File: src/rtl/divider_iter.sv
// Multi-cycle restoring divider with valid/ready on both sides, BPC quotient bits per clock.
// Define DIVIDER_ITER_SIGNED_EN to honour the two's-complement `sign` input; otherwise operands are unsigned.
module divider_iter #(
  parameter int WIDTH = 16,
  parameter int BPC   = 1
) (
  input  logic             clk,
  input  logic             reset_n,
  input  logic             in_valid,
  output logic             in_ready,
  input  logic             sign,
  input  logic [WIDTH-1:0] dividend,
  input  logic [WIDTH-1:0] divisor,
  output logic             out_valid,
  input  logic             out_ready,
  output logic [WIDTH-1:0] quotient,
  output logic [WIDTH-1:0] remainder,
  output logic             div_zero
);

  localparam int STEPS = WIDTH / BPC;
  localparam int CW    = $clog2(STEPS + 1);
  localparam logic [CW-1:0] CNT_LOAD = CW'(STEPS);
  localparam logic [CW-1:0] CNT_LAST = CW'(1);

  typedef enum logic [1:0] {IDLE, BUSY, FIX, DONE} state_t;

  state_t           r_state, w_state_nxt;
  logic [CW-1:0]    r_cnt;
  logic [WIDTH-1:0] r_rem;
  logic [WIDTH-1:0] r_quo;
  logic [WIDTH:0]   r_dvs;
  logic [WIDTH-1:0] r_quotient;
  logic [WIDTH-1:0] r_remainder;
  logic             r_div_zero;

  // Operand conditioning: magnitudes in WIDTH+1 bits so |MIN| is representable.
  logic             w_sign_eff;
  logic             w_a_neg, w_b_neg;
  logic [WIDTH:0]   w_ext_a, w_ext_b, w_mag_a, w_mag_b;
  logic             w_div_zero;

`ifdef DIVIDER_ITER_SIGNED_EN
  assign w_sign_eff = sign;
`else
  assign w_sign_eff = 1'b0;
`endif

  assign w_a_neg    = w_sign_eff & dividend[WIDTH-1];
  assign w_b_neg    = w_sign_eff & divisor[WIDTH-1];
  assign w_ext_a    = {w_a_neg, dividend};
  assign w_ext_b    = {w_b_neg, divisor};
  assign w_mag_a    = w_a_neg ? -w_ext_a : w_ext_a;
  assign w_mag_b    = w_b_neg ? -w_ext_b : w_ext_b;
  assign w_div_zero = (divisor == '0);

  // BPC restoring sub-steps per clock; quotient bits shift in where dividend bits shift out.
  logic [WIDTH-1:0] w_rem_nxt, w_quo_nxt;
  logic [WIDTH:0]   w_shift;
  logic [WIDTH+1:0] w_diff;

  always_comb begin
    // NOTE: every comb output gets a default before any branch so no latch is inferred.
    w_rem_nxt = r_rem;
    w_quo_nxt = r_quo;
    w_shift   = '0;
    w_diff    = '0;
    for (int k = 0; k < BPC; k++) begin
      w_shift   = {w_rem_nxt, w_quo_nxt[WIDTH-1]};
      w_diff    = {1'b0, w_shift} - {1'b0, r_dvs};
      w_quo_nxt = {w_quo_nxt[WIDTH-2:0], ~w_diff[WIDTH+1]};
      w_rem_nxt = w_diff[WIDTH+1] ? w_shift[WIDTH-1:0] : w_diff[WIDTH-1:0];
    end
  end

  // Sign correction applied on the way into the result registers.
  logic [WIDTH-1:0] w_fix_quo, w_fix_rem;

`ifdef DIVIDER_ITER_SIGNED_EN
  logic r_neg_q, r_neg_r;
  assign w_fix_quo = r_neg_q ? -r_quo : r_quo;
  assign w_fix_rem = r_neg_r ? -r_rem : r_rem;
`else
  assign w_fix_quo = r_quo;
  assign w_fix_rem = r_rem;
`endif

  // Bits that are structurally constant or only meaningful in the signed build.
  logic [2:0] w_unused_bits;
  assign w_unused_bits = {sign, w_mag_a[WIDTH], w_diff[WIDTH]};

  always_comb begin
    w_state_nxt = r_state;
    case (r_state)
      IDLE:    if (in_valid) w_state_nxt = w_div_zero ? DONE : BUSY;
      BUSY:    if (r_cnt == CNT_LAST) w_state_nxt = FIX;
      FIX:     w_state_nxt = DONE;
      DONE:    if (out_ready) w_state_nxt = IDLE;
      default: w_state_nxt = IDLE;
    endcase
  end

  always_ff @(posedge clk or negedge reset_n) begin
    // NOTE: sequential state uses non-blocking assignments so all registers update together.
    if (!reset_n) r_state <= IDLE;
    else          r_state <= w_state_nxt;
  end

  always_ff @(posedge clk or negedge reset_n) begin
    if (!reset_n) begin
      r_cnt       <= '0;
      r_rem       <= '0;
      r_quo       <= '0;
      r_dvs       <= '0;
      r_quotient  <= '0;
      r_remainder <= '0;
      r_div_zero  <= 1'b0;
`ifdef DIVIDER_ITER_SIGNED_EN
      r_neg_q     <= 1'b0;
      r_neg_r     <= 1'b0;
`endif
    end else begin
      case (r_state)
        IDLE: begin
          if (in_valid) begin
            r_rem <= '0;
            r_quo <= w_mag_a[WIDTH-1:0];
            r_dvs <= w_mag_b;
`ifdef DIVIDER_ITER_SIGNED_EN
            r_neg_q <= w_sign_eff & (dividend[WIDTH-1] ^ divisor[WIDTH-1]);
            r_neg_r <= w_a_neg;
`endif
            if (w_div_zero) begin
              r_quotient  <= '1;
              r_remainder <= dividend;
              r_div_zero  <= 1'b1;
            end else begin
              r_cnt <= CNT_LOAD;
            end
          end
        end
        BUSY: begin
          r_rem <= w_rem_nxt;
          r_quo <= w_quo_nxt;
          r_cnt <= r_cnt - CNT_LAST;
        end
        FIX: begin
          r_quotient  <= w_fix_quo;
          r_remainder <= w_fix_rem;
          r_div_zero  <= 1'b0;
        end
        default: ;
      endcase
    end
  end

  assign in_ready  = (r_state == IDLE);
  assign out_valid = (r_state == DONE);
  assign quotient  = r_quotient;
  assign remainder = r_remainder;
  assign div_zero  = r_div_zero;

endmodule

File: config.mk
export PLATFORM = sky130hd
export DESIGN_NAME = divider_iter
export DESIGN_NICKNAME = d
export VERILOG_FILES = /design/src/rtl/divider_iter.sv
export SDC_FILE = /design/constraint.sdc
export NUM_CORES = 1
export LEC_CHECK = 0
export CAP_MARGIN = 15
export CORE_MARGIN = 2
export CORE_UTILIZATION = 45
export DETAILED_ROUTE_END_ITERATION = 10
export MAX_ROUTING_LAYER = met4
export PLACE_DENSITY = 0.68
export SYNTH_ARGS = -nofsm -noshare
export SYNTH_HDL_FRONTEND = slang
export SYNTH_SLANG_ARGS = --single-unit
File: constraint.sdc
create_clock -name clk -period 4.27 [get_ports clk]
set_input_delay 0.854 -clock clk [delete_from_list [all_inputs] [get_ports clk]]
set_output_delay 0.854 -clock clk [all_outputs]
set_load 0.02 [all_outputs]
---- After elaboration in Yosys (flattened, before gate mapping) ----
Cells that the tools add are included.
word-level totals
  flip-flop bits (word level) ............. 88
  input bits .............................. 37
  logic and storage cells ................. 51
operators by class
  add/subtract/negate cells ............... 2
  eq/ne operators ......................... 9
  muxes and demuxes ....................... 22
  bitwise operators ....................... 1
  reductions and logical operators ........ 9
operators by type and width
  operator                                               count
  case mux 16 bit (2 select lines)                       4
  two-way mux 16 bit                                     7
  subtractor 17 x 16 -> 18 bit                           1
  zero test 16 bit                                       1
  two-way mux 5 bit                                      2
  case mux 5 bit (2 select lines)                        1
  AND reduction 3 bit                                    3
  two-way mux 2 bit                                      4
  case mux 2 bit (4 select lines)                        1
  inequality test 2 bit, second input constant           3
  equality test 5 x 1 -> 1 bit, second input constant    1
  subtractor 5 x 1 -> 5 bit, second input constant       1
  equality test 2 bit, second input constant             2
  inequality test 2 x 1 -> 1 bit, second input constant  2
  AND reduction 2 bit                                    2
  nonzero test 2 bit                                     2
  equality test 2 x 1 -> 1 bit, second input constant    1
  zero test 2 bit                                        1
  two-way mux 1 bit                                      2
  case mux 1 bit (2 select lines)                        1
  inverter 1 bit                                         1

---- Depth between registers and ports, before layout ----
Gate-level depths: netlist (run 1).
  depth in word-level cells ............... 4
  depth in mapped cells ................... 11

---- Worst setup path after synthesis (run 1) ----
Ideal clock, no wire load.
  kind .................................... input-to-reg
  start point ............................. input divisor[1]
  end point ............................... register r_quotient[1], in the netlist quotient[1]
  arrival time ............................ 2374 ps
  data required time ...................... 4126 ps
  path slack .............................. 1752 ps
  cell stages on the path ................. 6
  cell sequence ........................... or4_4 > nor4_4 > nand2_2 > a21oi_4 > buf_2 > a31oi_1
on the way
  cells in the longest elaborated chain, start to end .. 3
RTL lines
  element                                          line  text
  start, declared                                  13    input logic [WIDTH-1:0] divisor,
  zero test 16 bit                                 55    assign w_div_zero = (divisor == '0);
  inequality test 2 x 1 -> 1 bit (no source line)  -
  AND reduction 3 bit (no source line)             -
  end signal, assigned                             148   r_quotient <= w_fix_quo;
  end, declared                                    33    logic [WIDTH-1:0] r_quotient;
Every way passes these cells.
A chain may end at the register's enable or synchronous reset.

---- Worst setup path after layout (run 1) ----
  start point ............................. input divisor[1]
  end point ............................... register r_quotient[15], in the netlist quotient[15]
The elaborated chain is that of the path after synthesis.

==> impl_metrics.yaml, run 1 <==
outcome:
  status: "complete, no violations"
setup_path:
  cp.arrival_ns: 3.30
  required_ns: 4.56
  setup.worst_path.class: "input port to flop"
  critPathLaunchType: "input port"
  critPathMaxFanout: 64
  critical_path.endpoint_type: "flop"
synth:
  ys_async_sr_fraction_pct: 100
  synth_area_leaders: "dfrtp_1 (46%), mux2i_1 (9.1%), ha_1 (5.7%), o21ai_0 (4.5%), mux2_2 (3.7%)"
  syn_nets: 561
  syn_inst: 501
  synth.distinct_cells: 52
  yosysSeqAreaShare_pct: 45.7
  syn_area_per_cell_um2: 9.61
  netlist_area_um2: 4810
  synth.top_cell.area_share_pct: 45.7
  yosysTopAreaCell: "dfrtp_1"
  ys_ff_latch: 88
  synthFlopType: "dfrtp_1"
  synth-edff-count: 0
  synth_warnings: 0
sta:
  finalCritPeriodShare_pct: 70.6
  setup_viol: 0
  max_slew_margin_pct: 55.2
  period_needed_ns: 3.01
  fin_setup_tns_ns: 0
  drv_slew: 0
  rsz0062_at_grt: "false"
  skew_ns: 0.0121
  worst_slack_ns: 1.26
  max_freq_mhz: 332
  finalHoldViolations: 0
  worst_pin_slew_ns: 0.670
detailed_routing:
  ant_nets: 0
  drtIter0Drc: 143
  routedWlPerCell_um: 14.3
  vias: 3673
  drt_pass1_iterations: 4
  postRouteWirelength_um: 10100
  drc: 0
  via_per_inst: 5.22
finish:
  area_delta_synth_final_pct: 21.0
  nNetsFinal: 623
  num_antenna_cells: 0
  drive_gt1_share_pct: 8.63
flow_run:
  cap_violations: 0
placed_design:
  gp_routability_congestion: 0.871
  port-buffer-count: 70
  pre_cts_ws_ns: 0.870
  dp_hpwl_um: 7370
floorplan:
  die_x_um: 107
  ioPinCount: 72
  rows: 37
  die_height_um: 107
  initial_utilization_pct: 46.4
  coreArea_um2: 10400
  dieArea_um2: 11500
global_route:
  grt_max_degree: 89
  grt_pass1_vias: 3449
  grt_usage_pct: 19.1
  antenna_found_initial: 0
  grt_pass1_wl_um: 16900
  grt-ovfl-total: 0
cts:
  cts_hold_buf: 0
  cts_root_buf: "clkbuf_8"
  cts_resized: 0
  post_cts_buffers: 0
  cts.clk_slew.worst_paths_ns: 0.08
  cts_buffers: 9
  cts_tree: "yes"
  cts_max_level: 3
  insertion_delay_ns: 0.37
  cts.sinks: 88
  clockBufferDepth: 2
power:
  ir_drop_uv: 250
  p_leak_nw: 2.51
  power_density_nw_per_um2: 754
worst_hold_path:
  hp-class: "input port to asynchronous set/reset pin"
stage by stage:
step / util [%] / hold WS, ns / power (mW) / cell area (µm²) / cells
final: 56.2 / 0.434 / 4.39 / 5820 / 704
after floorplan: - / 0.464 / 3.16 / 4810 / 501
after detailed placement: 54.1 / 0.497 / 3.87 / 5610 / 687
after global placement: 54.1 / 0.489 / 3.79 / 5610 / 687
after global routing: 56.2 / 0.454 / 4.78 / 5820 / 704
after CTS: 55.9 / 0.517 / 4.42 / 5800 / 703
cells in the mapped netlist, types with 2 or more instances:
library cell / number
mux2i_1: 44
nand2_1: 48
a32o_1: 2
nor3_1: 3
nor2b_1: 4
o21a_1: 3
a31oi_1: 19
a21o_1: 6
clkbuf_1: 15
buf_2: 4
inv_1: 42
nand2b_1: 3
buf_1: 2
dfrtp_1: 88
buf_4: 4
or2_2: 4
nand3_1: 6
mux2_2: 16
nand3b_1: 3
xnor2_1: 9
o21ai_0: 43
xor2_1: 3
nor2_1: 48
a211o_1: 2
nand4_1: 3
ha_1: 22
a21oi_1: 30
logic make-up after synthesis:
family / synth area share (%)
flip-flops: 45.7
AO/OA/AOI/OAI: 14.7
multiplexers: 12.9
AND/OR/NAND/NOR: 12.6
adder cells (fa/ha/maj): 6.13
XOR/XNOR: 2.18
buffers and inverters: 5.74
placed cells by master, fill, tap and decap left out, types with 4 or more instances in the layout:
master / count
xnor2_1: 9
ha_1: 22
inv_1: 42
o21ai_0: 43
or2_2: 4
clkdlybuf4s50_1: 69
mux2_2: 16
a21oi_1: 30
buf_4: 7
nor2b_1: 4
dfrtp_1: 88
clkbuf_8: 11
nand2_1: 48
mux2i_1: 44
a21o_1: 6
nor2_1: 48
nand3_1: 6
a31oi_1: 19
cell type report:
type / instances / area, µm²
Tap cell: 136 / 170
Sequential cell: 88 / 2200
Timing Repair Buffer: 77 / 771
Clock inverter: 4 / 28.8
Clock buffer: 12 / 155
Inverter: 42 / 158
Multi-Input combinational cell: 345 / 2340
Fill cell: 967 / 4550
state kept, by name (all words and copies together), names as in the netlist:
| signal | cells |
|---|---|
| r_quo | 16 |
| r_dvs | 16 |
| r_rem | 16 |
| remainder | 16 |
| quotient | 16 |
| div_zero | 1 |
| r_state | 2 |
| r_cnt | 5 |
worst max-delay path: stages:
cell             delay (ns)
clkdlybuf4s50_1        0.41
or4_4                  0.55
nor4_4                 0.42
nand2_2                0.14
a21oi_4                0.15
buf_4                  0.49
nor2_1                 0.10
a31oi_1                0.15
per-layer routing:
metal	global-route usage [%]	vias to the layer above	wire length, µm	share of wire, %
met5	-	-	0	0
met4	7.14	0	136	1.3
met3	3.21	8	351	3.5
met2	28.2	65	4520	45
met1	26.6	1746	5070	50
li1	-	1854	-	-
path summary, 6_finish.rpt:
path,depth (start not counted),end,startpoint,slack (ns)
max,8,quotient[15],divisor[1],1.26
min,1,quotient[9],reset_n,0.43
max reg2reg,9,r_rem[1],r_rem[2],1.27
min reg2reg,1,r_dvs[8],r_dvs[8],0.51
max in group asynchronous,2,r_state[1],reset_n,3.22
min in group clk,1,r_dvs[8],r_dvs[8],0.51
power by group:
| part | switching [mW] | total, mW | internal (mW) | leakage, nW |
|---|---|---|---|---|
| clock | 0.303 | 0.547 | 0.244 | 0.0886 |
| combinational | 1.31 | 2.38 | 1.07 | 1.39 |
| sequential | 0.266 | 1.46 | 1.20 | 1.04 |
Power figures use the tool's default switching activity.
==> run 2, diff against run 1 <==
==> constraint.sdc (replaced) <==
create_clock -name clk -period 3.1 [get_ports clk]
set_input_delay 0.62 -clock clk [delete_from_list [all_inputs] [get_ports clk]]
set_output_delay 0.62 -clock clk [all_outputs]
set_load 0.02 [all_outputs]
==> impl_metrics.yaml, run 2 (synthesis gave the netlist of run 1 again) <==
setup_path:
  setup.worst_path.class: "flop to flop"
  critical_path.endpoint_type: "flop"
  critPathLaunchType: "flop"
  critPathMaxFanout: 10
  cp.arrival_ns: 2.89
  required_ns: 3.33
power:
  power_density_nw_per_um2: 1050
  p_leak_nw: 2.53
  ir_drop_uv: 412
  power.total_mw: 6.15
cts:
  cts_max_level: 3
  cts_tree: "yes"
  insertion_delay_ns: 0.36
  cts_buffers: 9
  cts_resized: 0
  post_cts_buffers: 0
  cts_root_buf: "clkbuf_8"
  cts.clk_slew.worst_paths_ns: 0.08
  cts_hold_buf: 0
  clockBufferDepth: 2
  cts.sinks: 88
worst_hold_path:
  hp-class: "input port to asynchronous set/reset pin"
sta:
  period_needed_ns: 2.66
  setup_viol: 0
  worst_pin_slew_ns: 0.641
  max_slew_margin_pct: 57.2
  finalCritPeriodShare_pct: 85.7
  finalHoldViolations: 0
  drv_slew: 0
  fin_setup_tns_ns: 0
  rsz0062_at_grt: "false"
  max_freq_mhz: 376
  skew_ns: 0.0144
floorplan:
  die_x_um: 107
  rows: 37
  ioPinCount: 72
  dieArea_um2: 11500
  initial_utilization_pct: 46.4
  die_height_um: 107
  coreArea_um2: 10400
placed_design:
  place_inst: 691
  placed_cell_area_um2: 5670
  dp_hpwl_um: 7550
  gp_routability_congestion: 0.850
  port-buffer-count: 70
detailed_routing:
  via_per_inst: 5.31
  vias: 3757
  drt_pass1_iterations: 4
  routedWlPerCell_um: 14.5
  postRouteWirelength_um: 10200
  drtIter0Drc: 158
  drc: 0
  ant_nets: 0
global_route:
  grtUsageMet3_pct: 3.33
  grt_usage_pct: 19.5
  grt_use_met1_pct: 26.5
  grt-busiest-layer: "met2"
  grt_pass1_vias: 3639
  grt_max_degree: 65
  antenna_found_initial: 0
  grt_pass1_wl_um: 17400
  grt-ovfl-total: 0
  met2_usage_pct: 30.6
finish:
  nNetsFinal: 626
  drive_gt1_share_pct: 8.93
  final_common_cell: "dfrtp_1"
  area_delta_synth_final_pct: 21.9
  fin_area_um2: 5870
  fin_cells: 707
  fillers: 921
  num_antenna_cells: 0
  final_cell_mix: "dfrtp_1 (88), clkdlybuf4s50_1 (69), nor2_1 (48), nand2_1 (48), mux2i_1 (44)"
outcome:
  status: "complete, no violations"
flow_run:
  cap_violations: 0
run 2: cell types whose count changed in the layout (fill, tap and decap cells not counted), sizes merged:
cell    before  now
clkinv       2    1
buf          8   11
bufinv       0    1
run 2: critical path, stage by stage, from the launching register on:
cell	delay, ns
dfrtp_1	0.46
ha_1	0.37
o21ai_1	0.10
a211o_1	0.32
a211o_1	0.32
and4b_1	0.23
a21oi_2	0.19
buf_4	0.22
mux2i_1	0.23
o21ai_0	0.09
run 2: path summary, 6_finish.rpt:
check,start,end,slack [ns],depth (start not counted)
worst max-delay path,r_rem[2],r_rem[10],0.44,9
worst min-delay path,reset_n,quotient[9],0.22,1
worst max register to register,r_rem[2],r_rem[10],0.44,9
worst min register to register,r_dvs[10],r_dvs[10],0.51,1
max in group asynchronous,reset_n,r_cnt[0],2.22,2
min in group clk,r_dvs[10],r_dvs[10],0.51,1
run 2: power breakdown:
part           internal (mW)  switching, mW  leakage [nW]
logic                   1.51           1.82          1.40
clock network          0.397          0.413        0.0928
registers               1.65          0.366          1.04
total                   3.55           2.60          2.53
run 2: layout make-up:
cell class	count	area [µm²]	share of cell area (%)
clock buffers	12	145	2.47
well taps	136	170	2.90
inverters	42	158	2.69
clock inverters	4	53.8	0.917
flip-flops and latches	88	2200	37.5
multi-input cells	345	2340	39.9
repair buffers	80	798	13.6
run 2: layer usage:
layer | part of all wire (%) | up-vias | wire length (µm)
met5 | 0 | - | 0
met4 | 1.0 | 0 | 103
met3 | 4.1 | 7 | 422
met2 | 46 | 73 | 4700
met1 | 49 | 1806 | 5000
li1 | - | 1871 | -
run 2: through the flow:
stage	utilization, %	hold slack [ns]	worst slack [ns]
finish	56.6	0.222	0.443
global route	56.6	0.249	0.322
CTS	56.6	0.231	0.448
detailed placement	54.6	0.498	0.136
global placement	54.6	0.486	0.197
floorplan	-	0.324	0.706
